### config.mk
export PLATFORM = sky130hd
export DESIGN_NAME = frv_mem_arbiter
export DESIGN_NICKNAME = d
export VERILOG_FILES = /design/src/rtl/frv_mem_arbiter.sv
export SDC_FILE = /design/constraint.sdc
export NUM_CORES = 1
export LEC_CHECK = 0
export BUFFER_PORTS_ARGS = -buffer_cell sky130_fd_sc_hd__buf_4
export CAP_MARGIN = 20
export CELL_PAD_IN_SITES_DETAIL_PLACEMENT = 1
export CELL_PAD_IN_SITES_GLOBAL_PLACEMENT = 2
export CORE_MARGIN = 2
export CORE_UTILIZATION = 12
export DETAILED_ROUTE_END_ITERATION = 12
export HOLD_SLACK_MARGIN = 0.08
export PLACE_DENSITY = 0.88
export SLEW_MARGIN = 25
export SYNTH_ARGS = -nofsm -noshare
export SYNTH_HDL_FRONTEND = slang
export SYNTH_SLANG_ARGS = --single-unit
### constraint.sdc
create_clock -name g_clk -period 5.5 [get_ports g_clk]
set_clock_uncertainty 0.1 [all_clocks]
set_input_delay 0.55 -clock g_clk [delete_from_list [all_inputs] [get_ports g_clk]]
set_output_delay 0.55 -clock g_clk [all_outputs]
set_load 0.005 [all_outputs]
### src/rtl/frv_mem_arbiter.sv
// Two-port (instruction/data) to one-port memory arbiter with an in-order source-ID FIFO
// that steers each downstream response back to the port that issued the request.
module frv_mem_arbiter #(
    parameter int unsigned OUTSTANDING = 2,
    parameter bit          FIXED_PRIO  = 1'b0
) (
    input  logic        g_clk,
    input  logic        g_resetn,

    input  logic        i_req,
    input  logic        i_wen,
    input  logic [3:0]  i_strb,
    input  logic [31:0] i_wdata,
    input  logic [31:0] i_addr,
    output logic        i_gnt,
    output logic        i_recv,
    input  logic        i_ack,
    output logic        i_error,
    output logic [31:0] i_rdata,

    input  logic        d_req,
    input  logic        d_wen,
    input  logic [3:0]  d_strb,
    input  logic [31:0] d_wdata,
    input  logic [31:0] d_addr,
    output logic        d_gnt,
    output logic        d_recv,
    input  logic        d_ack,
    output logic        d_error,
    output logic [31:0] d_rdata,

    output logic        m_req,
    output logic        m_wen,
    output logic [3:0]  m_strb,
    output logic [31:0] m_wdata,
    output logic [31:0] m_addr,
    input  logic        m_gnt,
    input  logic        m_recv,
    output logic        m_ack,
    input  logic        m_error,
    input  logic [31:0] m_rdata
);

    localparam int unsigned CW = $clog2(OUTSTANDING + 1);
    localparam int unsigned PW = (OUTSTANDING > 1) ? $clog2(OUTSTANDING) : 1;

    logic [OUTSTANDING-1:0] fifo_q;
    logic [PW-1:0]          wr_ptr_q;
    logic [PW-1:0]          rd_ptr_q;
    logic [CW-1:0]          count_q;
    logic                   lock_q;
    logic                   lock_src_q;
    logic                   rr_last_q;

    logic sel;
    logic sel_req;
    logic full;
    logic push;
    logic pop;
    logic head;
    logic route_valid;

    function automatic logic [PW-1:0] ptr_inc(input logic [PW-1:0] p);
        return (p == PW'(OUTSTANDING - 1)) ? '0 : p + PW'(1);
    endfunction

    // Source select: 0 = instruction port, 1 = data port.
    always_comb begin
        if (lock_q) begin
            sel = lock_src_q;
        end else if (i_req && d_req) begin
            sel = FIXED_PRIO ? 1'b1 : ~rr_last_q;
        end else begin
            sel = d_req;
        end
    end

    assign sel_req = sel ? d_req : i_req;
    assign full    = (count_q == CW'(OUTSTANDING));
    assign m_req   = g_resetn & sel_req & ~full;
    assign m_wen   = sel ? d_wen   : i_wen;
    assign m_strb  = sel ? d_strb  : i_strb;
    assign m_wdata = sel ? d_wdata : i_wdata;
    assign m_addr  = sel ? d_addr  : i_addr;

    assign push  = m_req & m_gnt;
    assign i_gnt = push & ~sel;
    assign d_gnt = push & sel;

    // A response with nothing outstanding is ignored rather than routed.
    assign route_valid = g_resetn & (count_q != '0);
    assign head        = fifo_q[rd_ptr_q];

    assign i_recv  = route_valid & ~head & m_recv;
    assign d_recv  = route_valid & head & m_recv;
    assign i_error = route_valid & ~head & m_error;
    assign d_error = route_valid & head & m_error;
    assign m_ack   = route_valid & (head ? d_ack : i_ack);
    assign i_rdata = m_rdata;
    assign d_rdata = m_rdata;
    assign pop     = m_recv & m_ack;

    always_ff @(posedge g_clk) begin
        if (!g_resetn) begin
            wr_ptr_q   <= '0;
            rd_ptr_q   <= '0;
            count_q    <= '0;
            lock_q     <= 1'b0;
            lock_src_q <= 1'b0;
            rr_last_q  <= 1'b1;
        end else begin
            if (push) begin
                fifo_q[wr_ptr_q] <= sel;
                wr_ptr_q         <= ptr_inc(wr_ptr_q);
                rr_last_q        <= sel;
                lock_q           <= 1'b0;
            end else if (m_req) begin
                // Stalled request: hold this source until downstream accepts it.
                lock_q     <= 1'b1;
                lock_src_q <= sel;
            end
            if (pop) begin
                rd_ptr_q <= ptr_inc(rd_ptr_q);
            end
            if (push && !pop) begin
                count_q <= count_q + CW'(1);
            end else if (pop && !push) begin
                count_q <= count_q - CW'(1);
            end
        end
    end

`ifdef FRV_ASSERTIONS
    always_ff @(posedge g_clk) begin
        if (g_resetn && m_recv) begin
            assert (count_q != '0) else $error("m_recv with no outstanding transaction");
        end
    end
`endif

endmodule

Yosys cells after proc, flatten, opt, wreduce, memory -nomap -nowiden

Index checks and enable logic that the tools add are counted.

Bits in registers: 9
Latch bits: 0
Bits in writable memories: 0
ROM bits: 0
Input bits: 179
Logic and storage cells: 63
Memories kept: 0

$add $sub $neg: 4
$mul: 0
Div/mod/pow operators: 0
Magnitude comparators: 3
Eq/ne operators: 1
Shift operators: 0
Multiplexer cells: 17
Bitwise gates (word level): 20
Reduce and logical (&&, ||, !) cells: 11

Operator list:

| kind                | number |
|---|---|
| $mux 32             | 2 |
| $and 1x1->1         | 14 |
| $mux 1              | 10 |
| $not 1->1           | 6 |
| $logic_and 1x1->1   | 4 |
| $lt 1x2->1 const B  | 2 |
| $mux 2              | 2 |
| $mux 4              | 1 |
| $reduce_and 2->1    | 2 |
| $reduce_bool 2->1   | 2 |
| $add 1x1->1 const B | 2 |
| $add 2x1->2 const B | 1 |
| $bwmux 2            | 1 |
| $eq 2x2->1 const B  | 1 |
| $logic_not 1->1     | 2 |
| $reduce_or 2->1     | 1 |
| $sub 2x1->2 const B | 1 |
| $demux 1 s1         | 1 |
| $ge 1x1->1 const B  | 1 |

Logic depth before layout (Yosys ltp)

Gate-level depths: netlist (run 1).

Depth after elaboration: 11
Gate-level depth with buffers: 8
Depth with buffers taken out: 8

Least setup slack after synthesis (run 1)

No wires, ideal clock.

Path kind: input to register
From: in d_req
To: reg count_q[1]
Arrival time: 2.047 ns
Data required time: 5.330 ns
Setup slack: 3.283 ns
Stages: 7
Buffers on the path: 0
Path through: mux2i_1 -> a2111oi_4 -> nand2_2 -> inv_1 -> ha_1 -> or3_1 -> a21oi_1

Cells in the longest elaborated chain, start to end: 10
Elaborated cells on any way between the ends: 12
Those cells by class: mux: 4; bitwise: 3; reduce/logical: 5

Ends and longest elaborated chain:

| element                            | line | source |
|---|---|---|
| from (decl)                        | 21   | `input logic d_req,` |
| $logic_and 1x1->1                  | 71   | `end else if (i_req && d_req) begin` |
| $mux 1                             | 71   |  |
| $mux 1                             | 69   | `if (lock_q) begin` |
| $mux 1 *                           | 78   | `assign sel_req = sel ? d_req : i_req;` |
| $and 1x1->1 * (2 in series)        | 80   | `assign m_req = g_resetn & sel_req & ~full;` |
| named net m_req                    | 32   | `output logic m_req,` |
| $and 1x1->1 *                      | 86   | `assign push = m_req & m_gnt;` |
| named net push                     | 58   | `logic push;` |
| $logic_not 1->1                    | 127  | `end else if (pop && !push) begin` |
| $logic_and 1x1->1                  | 127  |  |
| $reduce_bool 2->1 (no source line) | n/a  |  |
| to (signal assigned)               | 126  | `count_q <= count_q + CW'(1);` |
| to (signal assigned)               | 128  | `count_q <= count_q - CW'(1);` |
| to (decl)                          | 50   | `logic [CW-1:0] count_q;` |

Mark *: on every way through the listed nets, which the timed path passes. The rest lies on a longest branch.
A chain may end at the register's enable or synchronous reset.

Worst setup path after layout (run 1)

From: reg lock_q
To: out m_strb[3]

Cells in the longest elaborated chain, start to end: 2

Ends and longest elaborated chain:

| element                | line | source |
|---|---|---|
| from (decl)            | 51   | `logic lock_q;` |
| from (signal assigned) | 108  | `lock_q <= 1'b0;` |
| from (signal assigned) | 116  | `lock_q <= 1'b0;` |
| from (signal assigned) | 119  | `lock_q <= 1'b1;` |
| $mux 1                 | 69   |  |
| $mux 4                 | 82   | `assign m_strb = sel ? d_strb : i_strb;` |
| to (decl)              | 34   | `output logic [3:0] m_strb,` |

No other way between the ends.

==> impl_metrics.toml, run 1 <==
[run_status]
status = "finished, final reports clean"

[synth]
syn_area_per_cell_sq_um = 9.24
syn_nets = 376
ys_seq_elements = 9
yosys-top-cells-count = "mux2_2, buf_4, nor2_1, buf_2, dfxtp_1"
synth.most_common_cell = "mux2_2"
synth_top_area_frac = 0.404
yosysSeqAreaShare = 0.110
synth_cell_type_count = 26
async_reset_ff_frac = 0
synth_top_area_cell = "mux2_2"
yosys_warnings = 0
syn_inst = 196
ys.flop_type = "dfxtp_1"
synthTopCellsByArea = "mux2_2, buf_4, dfxtp_1"
synth_area_sq_mm = 0.00181
synth_edf_count = 2

[setup_path]
rr_startpoint = "rd_ptr_q"
crit_top_cell = "buf_4"
cp-start-kind = "flop"
end_kind = "output pin"
worst-path-max-fanout = 73
ff2ff_setup_slack_ps = 3240
slowest_delay_ps = 700
path_cells = "and2_2 -> a31oi_4 -> buf_4 -> mux2_2 -> buf_4"
critPathRequiredTime_ps = 4850
critical-path-top-delay-family = "buffers and inverters"
rr_endpoint = "count_q[1]"
crit_type = "reg2out"
arrival_ps = 2290
cp-startpoint = "lock_q"
reg2reg_depth = 6
crit_buf_inv = 2
slowest_stage = "buf_4"

[cts]
ctsHoldBuffers = 0
clk_latency_ps = 230
postCtsSetupRepairBufs = 0
cts_tree = "built"
root_buffer = "clkbuf_16"
cts_buffers = 3
cts_max_level = 1
clockBufferDepth = 2
clk_pin_slew_ps = 40
cts_resized = 0
clock-sinks = 9

[floorplan]
die_y_um = 127
die_w_um = 127
rows = 44
die_area_sq_mm = 0.0161
core_area_sq_mm = 0.0146
num_io_pins = 320
initial_core_util = 0.124

[global_route]
grt_overflow = 0
grt_max_degree = 74
antenna_found_initial = 0
grt_usage = 0.0893
grt_pass1_vias = 2138
grt_pass1_wl_mm = 11.5

[sta]
final_max_slew_viol_count = 0
setup_viol = 0
setup_tns_ps = 0
slew-limit-headroom = 0.375
rsz0062_at_grt = "false"
finalWorstSetupSlack_ps = 2560
fmax_mhz = 340
finalHoldViolCount = 0
tightest_slew_ps = 938
layout_min_cycle_time_ps = 2940
period_share = 0.535

[job]
drv_cap = 0

[hold_path]
hold-path-cell-count = 1
hold_class = "reg2reg"
min_from = "wr_ptr_q"
min_to = "wr_ptr_q"

[placed_design]
place_ws_ps = 2560
dpl.hpwl_mm = 6.86
portBuffers = 223
dp_cells = 533
gp_congestion = 0.744
placed_area_sq_mm = 0.00321

[cells_and_area]
final_nets = 534
area.growth.synth_to_final_pct = 81.4
final_area_sq_mm = 0.00329
fin_cells = 537
n_antenna_cell = 0
fin_util = 0.224
drive_gt1_frac = 0.844

[detailed_routing]
vias = 1965
wl_mm = 7.89
drtAntennaViolNets = 0
drt_iter0_drc = 24
viasPerCell = 3.66
drt_pass1_iterations = 4
wl_per_cell_um = 14.7
drc = 0

[power]
power.density_mw_per_mm2 = 157
vdd_drop_max_mv = 0.142
p_leak_uw = 0.00163
stage by stage:
step | power (uW) | hold slack [ps]
final | 515 | 407
after floorplan | 241 | 346
after CTS | 524 | 418
after global placement | 386 | 361
after global routing | 549 | 437
after detailed placement | 393 | 387
worst max-delay path by stage:
stage | end | slack, ps | cells after the start
2_1_floorplan | count_q[1] | 3280 | 7
3_3_place_gp | m_strb[3] | 2610 | 6
3_5_place_dp | m_strb[3] | 2560 | 6
4_1_cts | m_strb[3] | 2530 | 5
5_1_grt | m_strb[3] | 2440 | 5
6_report | m_strb[3] | 2560 | 5
logic make-up after synthesis:
kind of cell	synth area share
muxes	0.463
xor gates and xnor gates	0.00967
and+or+nand+nor	0.0615
adders and majority gates	0.00690
AOI/OAI and AO/OA	0.0539
DFF	0.110
buffers and inverters	0.295
flip-flops by register name, indices dropped and copies added, names as in the netlist:
name	cells
wr_ptr_q	1
lock_q	1
rr_last_q	1
fifo_q	2
count_q	2
lock_src_q	1
rd_ptr_q	1
per-layer routing:
| metal | global-route usage | up-vias | share of wire |
|---|---|---|---|
| met2 | 0.169 | 131 | 0.53 |
| met3 | 0.0224 | 14 | 0.088 |
| met5 | 0 | - | 0 |
| met1 | 0.0999 | 893 | 0.37 |
| li1 | - | 927 | - |
| met4 | 0.0207 | 0 | 0.014 |
final cells by class:
type,count,area (sq um)
clock buffer,4,78.8
fill,1730,11400
inverter,5,18.8
multi-input combinational,111,1080
sequential,9,200
tap,184,230
timing repair buffer,224,1680
cells in the final DEF (no fill, tap or decap):
| cell type | Yosys | layout |
|---|---|---|
| buf_4 | 64 | 224 |
| a2111oi_4 | 1 | 1 |
| a31oi_4 | 1 | 1 |
| and3_1 | 1 | 1 |
| nand2_2 | 1 | 1 |
| clkbuf_16 | 0 | 3 |
| a21oi_1 | 3 | 3 |
| or2_2 | 1 | 1 |
| clkbuf_1 | 0 | 1 |
| and2_2 | 1 | 1 |
| xor2_1 | 2 | 2 |
| dfxtp_1 | 7 | 7 |
| a311oi_1 | 1 | 1 |
| and3_2 | 1 | 1 |
| inv_1 | 5 | 5 |
| o31ai_1 | 1 | 1 |
| or3_1 | 2 | 2 |
| nor2_1 | 10 | 10 |
| mux2_2 | 65 | 65 |
| nand2_1 | 4 | 4 |
| mux2i_1 | 5 | 5 |
| edfxtp_1 | 2 | 2 |
| mux2_1 | 5 | 5 |
| ha_1 | 1 | 1 |
| nor2b_1 | 2 | 2 |
| o21a_1 | 1 | 1 |
| o21ai_0 | 2 | 2 |
power breakdown:
part	leakage, uW	switching [uW]	total (uW)	internal [uW]
Combinational	0.00151	106	307	201
Clock	0.0000382	30.5	127	96.8
Sequential	0.0000761	6.10	80.8	74.7
(Power assumes the default switching activity.)
==> inputs of run 2 (changes only) <==
--- a/config.mk
+++ b/config.mk
@@ -5,15 +5,16 @@
 export SDC_FILE = /design/constraint.sdc
 export NUM_CORES = 1
 export LEC_CHECK = 0
+export ABC_AREA = 1
 export BUFFER_PORTS_ARGS = -buffer_cell sky130_fd_sc_hd__buf_4
 export CAP_MARGIN = 20
 export CELL_PAD_IN_SITES_DETAIL_PLACEMENT = 1
 export CELL_PAD_IN_SITES_GLOBAL_PLACEMENT = 2
 export CORE_MARGIN = 2
-export CORE_UTILIZATION = 12
+export CORE_UTILIZATION = 10
 export DETAILED_ROUTE_END_ITERATION = 12
 export HOLD_SLACK_MARGIN = 0.08
-export PLACE_DENSITY = 0.88
+export PLACE_DENSITY = 0.87
 export SLEW_MARGIN = 25
 export SYNTH_ARGS = -nofsm -noshare
 export SYNTH_HDL_FRONTEND = slang
==> constraint.sdc (replaced) <==
create_clock -name g_clk -period 2.45 [get_ports g_clk]
set_clock_uncertainty 0.1 [all_clocks]
set_input_delay 0.245 -clock g_clk [delete_from_list [all_inputs] [get_ports g_clk]]
set_output_delay 0.245 -clock g_clk [all_outputs]
set_load 0.005 [all_outputs]
==> impl_metrics.toml, run 2 <==
[run_status]
status = "finished, final reports clean"

[synth]
synth_area_sq_mm = 0.00189
yosys-top-cells-count = "nand2_1, buf_4, inv_1, nor2_1, buf_2"
synth_top_area_cell = "nand2_1"
synthTopCellsByArea = "nand2_1, buf_4, dfxtp_1"
async_reset_ff_frac = 0
ys.flop_type = "dfxtp_1"
yosys_warnings = 0
synth_edf_count = 2
yosysSeqAreaShare = 0.106
synth_cell_type_count = 19
syn_nets = 546
syn_area_per_cell_sq_um = 5.18
synth.most_common_cell = "nand2_1"
syn_inst = 366
synth_top_area_frac = 0.446
ys_seq_elements = 9

[setup_path]
arrival_ps = 1810
worst-path-max-fanout = 36
end_kind = "output pin"
reg2reg_depth = 10
ff2ff_setup_slack_ps = 530
critPathRequiredTime_ps = 2110
crit_type = "reg2out"
cp-start-kind = "flop"

[cells_and_area]
seq_area_sq_um = 200
reg_top3 = "count_q: 2 flops, fifo_q: 2 flops"
final_area_sq_mm = 0.00343
n_antenna_cell = 0
area.growth.synth_to_final_pct = 81.3
final_nets = 699
fin_cells = 752
multi_input_area_sq_mm = 0.00107
final_cell_mix = "buf_4, nand2_1, inv_1"
fin_util = 0.184
final_common_cell = "buf_4"
drive_gt1_frac = 0.469
num-fill-cells = 2365

[global_route]
antenna_found_initial = 0
grt_pass1_vias = 2738
grt_pass1_wl_mm = 13.1
grt_overflow = 0
grt_max_degree = 37
grt_usage = 0.0797

[cts]
cts_tree = "built"
clk_latency_ps = 240
cts_resized = 0
ctsHoldBuffers = 0
clockBufferDepth = 2
cts_buffers = 3
clk_pin_slew_ps = 40
clock-sinks = 9
root_buffer = "clkbuf_16"
cts_max_level = 1
postCtsSetupRepairBufs = 0

[power]
p_leak_uw = 0.00205
power.density_mw_per_mm2 = 343
vdd_drop_max_mv = 0.143

[floorplan]
die_y_um = 142
die_area_sq_mm = 0.0201
num_io_pins = 320
die_w_um = 142
initial_core_util = 0.102
rows = 50
core_area_sq_mm = 0.0186

[sta]
period_share = 0.881
layout_min_cycle_time_ps = 2160
setup_tns_ps = 0
final_max_slew_viol_count = 0
rsz0062_at_grt = "false"
fmax_mhz = 463
setup_viol = 0
tightest_slew_ps = 483
slew-limit-headroom = 0.677
finalHoldViolCount = 0

[detailed_routing]
drt_iter0_drc = 87
wl_per_cell_um = 11.5
drtAntennaViolNets = 0
wl_mm = 8.63
viasPerCell = 3.51
drt_pass1_iterations = 4
vias = 2641
drc = 0

[placed_design]
dpl.hpwl_mm = 7.30
dp_cells = 748
portBuffers = 223
placed_area_sq_mm = 0.00336
gp_congestion = 0.691

[job]
drv_cap = 0

[hold_path]
hold-path-cell-count = 2
hold_class = "in2reg"
run 2: cell count changes in the layout (fill, tap and decap cells not counted), moves of 3 or more:
cell | previous run | this run
mux2_2 | 65 | 0
inv_1 | 5 | 14
mux2_1 | 5 | 0
nor2_1 | 10 | 13
mux2i_1 | 5 | 0
nand3_2 | 0 | 3
nand3_1 | 0 | 3
nand2_1 | 4 | 224
inv_2 | 0 | 4
run 2: path summary, 6_finish.rpt:
kind | from | endpoint
worst max-delay path | rr_last_q | m_addr[13]
worst min-delay path | g_resetn | rr_last_q
worst max register to register | lock_q | count_q[1]
worst min register to register | rr_last_q | rr_last_q
run 2: cell type report:
| cell class | count | share of cell area |
|---|---|---|
| multi-input cells | 260 | 0.310 |
| repair buffers | 227 | 0.503 |
| inverters | 18 | 0.0197 |
| clock buffers | 4 | 0.0230 |
| well taps | 234 | 0.0852 |
| flip-flops and latches | 9 | 0.0583 |
run 2: routing by layer:
layer / vias to the layer above / share of wire / GRT usage
met1: 1127 / 0.40 / 0.0929
met2: 163 / 0.48 / 0.139
met4: 0 / 0.015 / 0.0253
met3: 20 / 0.10 / 0.0243
li1: 1331 / - / -
met5: - / 0 / 0
run 2: kinds of logic (layout without fill, tap and decap cells):
logic type      Yosys count  count (layout)  share of synthesized area
flops                     9               9                      0.106
simple gates            251             251                      0.533
buf+inv                  97             249                      0.333
fa+ha+maj                 1               1                    0.00660
compound gates            8               8                     0.0218
run 2: critical path: stages, from the launching register on:
cell     delay [ps]
dfxtp_1         320
nand2_1          70
nand3_2          80
nand2_2         290
inv_2           140
buf_4           360
nand2_1         120
nand2_1          80
buf_4           100
run 2: where the power goes:
group	total, uW	internal [uW]	switching (uW)
combinational	712	401	311
sequential	170	164	6.34
clock	294	218	75.7
total	1180	783	393
run 2: per-stage QoR:
| step | hold slack, ps | setup WS, ps | total power (uW) |
|---|---|---|---|
| 2_1_floorplan | 230 | 744 | 521 |
| 3_3_place_gp | 354 | 535 | 894 |
| 3_5_place_dp | 358 | 490 | 900 |
| 4_1_cts | 170 | 247 | 1200 |
| 5_1_grt | 179 | 62.9 | 1280 |
| 6_report | 170 | 291 | 1180 |
==> inputs of run 3 (changes only) <==
--- a/config.mk
+++ b/config.mk
@@ -14,7 +14,7 @@
 export CORE_UTILIZATION = 10
 export DETAILED_ROUTE_END_ITERATION = 12
 export HOLD_SLACK_MARGIN = 0.08
-export PLACE_DENSITY = 0.87
+export PLACE_DENSITY = 0.92
 export SLEW_MARGIN = 25
 export SYNTH_ARGS = -nofsm -noshare
 export SYNTH_HDL_FRONTEND = slang
==> impl_metrics.toml, run 3 (same netlist as run 2, synthesis figures left out) <==
[detailed_routing]
drt_iter0_drc = 51
wl_per_cell_um = 11.4
vias = 2653
viasPerCell = 3.53
wl_mm = 8.58
drc = 0
drt_pass1_iterations = 4
drtAntennaViolNets = 0

[cts]
clockBufferDepth = 2
cts_buffers = 3
cts_max_level = 1
cts_resized = 0
clock-sinks = 9
cts_tree = "built"
ctsHoldBuffers = 0
clk_pin_slew_ps = 40
postCtsSetupRepairBufs = 0
root_buffer = "clkbuf_16"
clk_latency_ps = 230

[setup_path]
cp-start-kind = "flop"
rr_endpoint = "count_q[1]"
critical-path-top-delay-family = "buffers and inverters"
reg2reg_depth = 10
path_cells = "nand2_1 -> nand2_2 -> buf_4 -> nand2_1 -> nand2_1 -> buf_4"
ff2ff_setup_slack_ps = 560
end_kind = "output pin"
crit_buf_inv = 2
slowest_stage = "buf_4"
critPathRequiredTime_ps = 2110
rr_startpoint = "lock_q"
arrival_ps = 1550
slowest_delay_ps = 380
worst-path-max-fanout = 40
crit_type = "reg2out"
crit_top_cell = "nand2_1"

[run_status]
status = "finished, final reports clean"

[hold_path]
hold-path-cell-count = 2
min_to = "rr_last_q"
min_from = "g_resetn"
hold_class = "in2reg"

[placed_design]
portBuffers = 223
placed_area_sq_mm = 0.00333
gp_congestion = 0.710
dpl.hpwl_mm = 7.34

[sta]
rsz0062_at_grt = "false"
final_max_slew_viol_count = 0
slew-limit-headroom = 0.710
tightest_slew_ps = 435
period_share = 0.772
setup_viol = 0
setup_tns_ps = 0
finalHoldViolCount = 0
layout_min_cycle_time_ps = 1890
fmax_mhz = 529

[power]
p_total_uw = 1160
combPwrFrac = 0.606
vdd_drop_max_mv = 0.113
power_frac_seq = 0.147
p_sw_frac = 0.334
pwr-share-clk = 0.247
p_leak_uw = 0.00204
power.density_mw_per_mm2 = 341
intPower_uw = 774
p_sw_uw = 388

[floorplan]
rows = 50
num_io_pins = 320
initial_core_util = 0.102
die_y_um = 142
die_area_sq_mm = 0.0201
die_w_um = 142
core_area_sq_mm = 0.0186

[cells_and_area]
n_antenna_cell = 0
fin_util = 0.183
final_area_sq_mm = 0.00341
area.growth.synth_to_final_pct = 80.0
drive_gt1_frac = 0.469
final_cell_mix = "buf_4, nand2_1, inv_1"
final_common_cell = "buf_4"
reg_top3 = "count_q: 2 flops, fifo_q: 2 flops"
final_nets = 699
num-fill-cells = 2363

[global_route]
grt_overflow = 0
grt_max_degree = 41
grt_usage = 0.0773
antenna_found_initial = 0
grt_pass1_wl_mm = 12.6
grt_pass1_vias = 2696

[job]
drv_cap = 0
## run 3: worst max-delay path by stage
stage                     startpoint    endpoint  slack (ps)  depth (start not counted)
after global placement        lock_q  count_q[1]         600                         10
after floorplan               lock_q  count_q[1]         740                         10
after global routing      lock_src_q  m_addr[12]         400                          6
after CTS                  rr_last_q  m_addr[12]         520                          7
final                         lock_q  m_addr[12]         560                          6
after detailed placement      lock_q  count_q[1]         550                         10
## run 3: through the flow
stage               setup slack [ps]  instances  hold WS (ps)
floorplan                        744        366           230
global placement                 603        748           352
detailed placement               550        748           353
CTS                              520        752           177
global route                     403        752           187
finish                           558        752           173
## run 3: area by class of cell
cell class	instances	area [sq um]	share of cell area
Multi-Input combinational cell	260	1070	0.313
Inverter	18	67.6	0.0198
Timing Repair Buffer	227	1700	0.500
Tap cell	234	293	0.0859
Sequential cell	9	200	0.0587
Clock buffer	4	78.8	0.0231
## run 3: layer usage
metal	track usage	part of all wire	up-vias
li1	-	-	1334
met1	0.0823	0.38	1147
met2	0.144	0.50	147
met3	0.0250	0.10	25
met4	0.0247	0.018	0
met5	0	0	-
## run 3: worst reg2reg max path, cell delays in order, from the launching register on
cell,delay (ps)
dfxtp_1,330
nand2_1,120
nor2_1,200
nor2_4,90
nand3_4,120
inv_1,60
ha_1,310
a21oi_1,120
o21ai_0,110
o21ai_0,160
a21oi_1,50
## run 3: power by group through the flow
stage / logic (uW) / clock network [uW] / registers [uW]
after floorplan: 350 / 0 / 171
after global placement: 714 / 0 / 172
after detailed placement: 722 / 0 / 173
after CTS: 726 / 292 / 171
after global routing: 785 / 304 / 172
final: 704 / 287 / 171
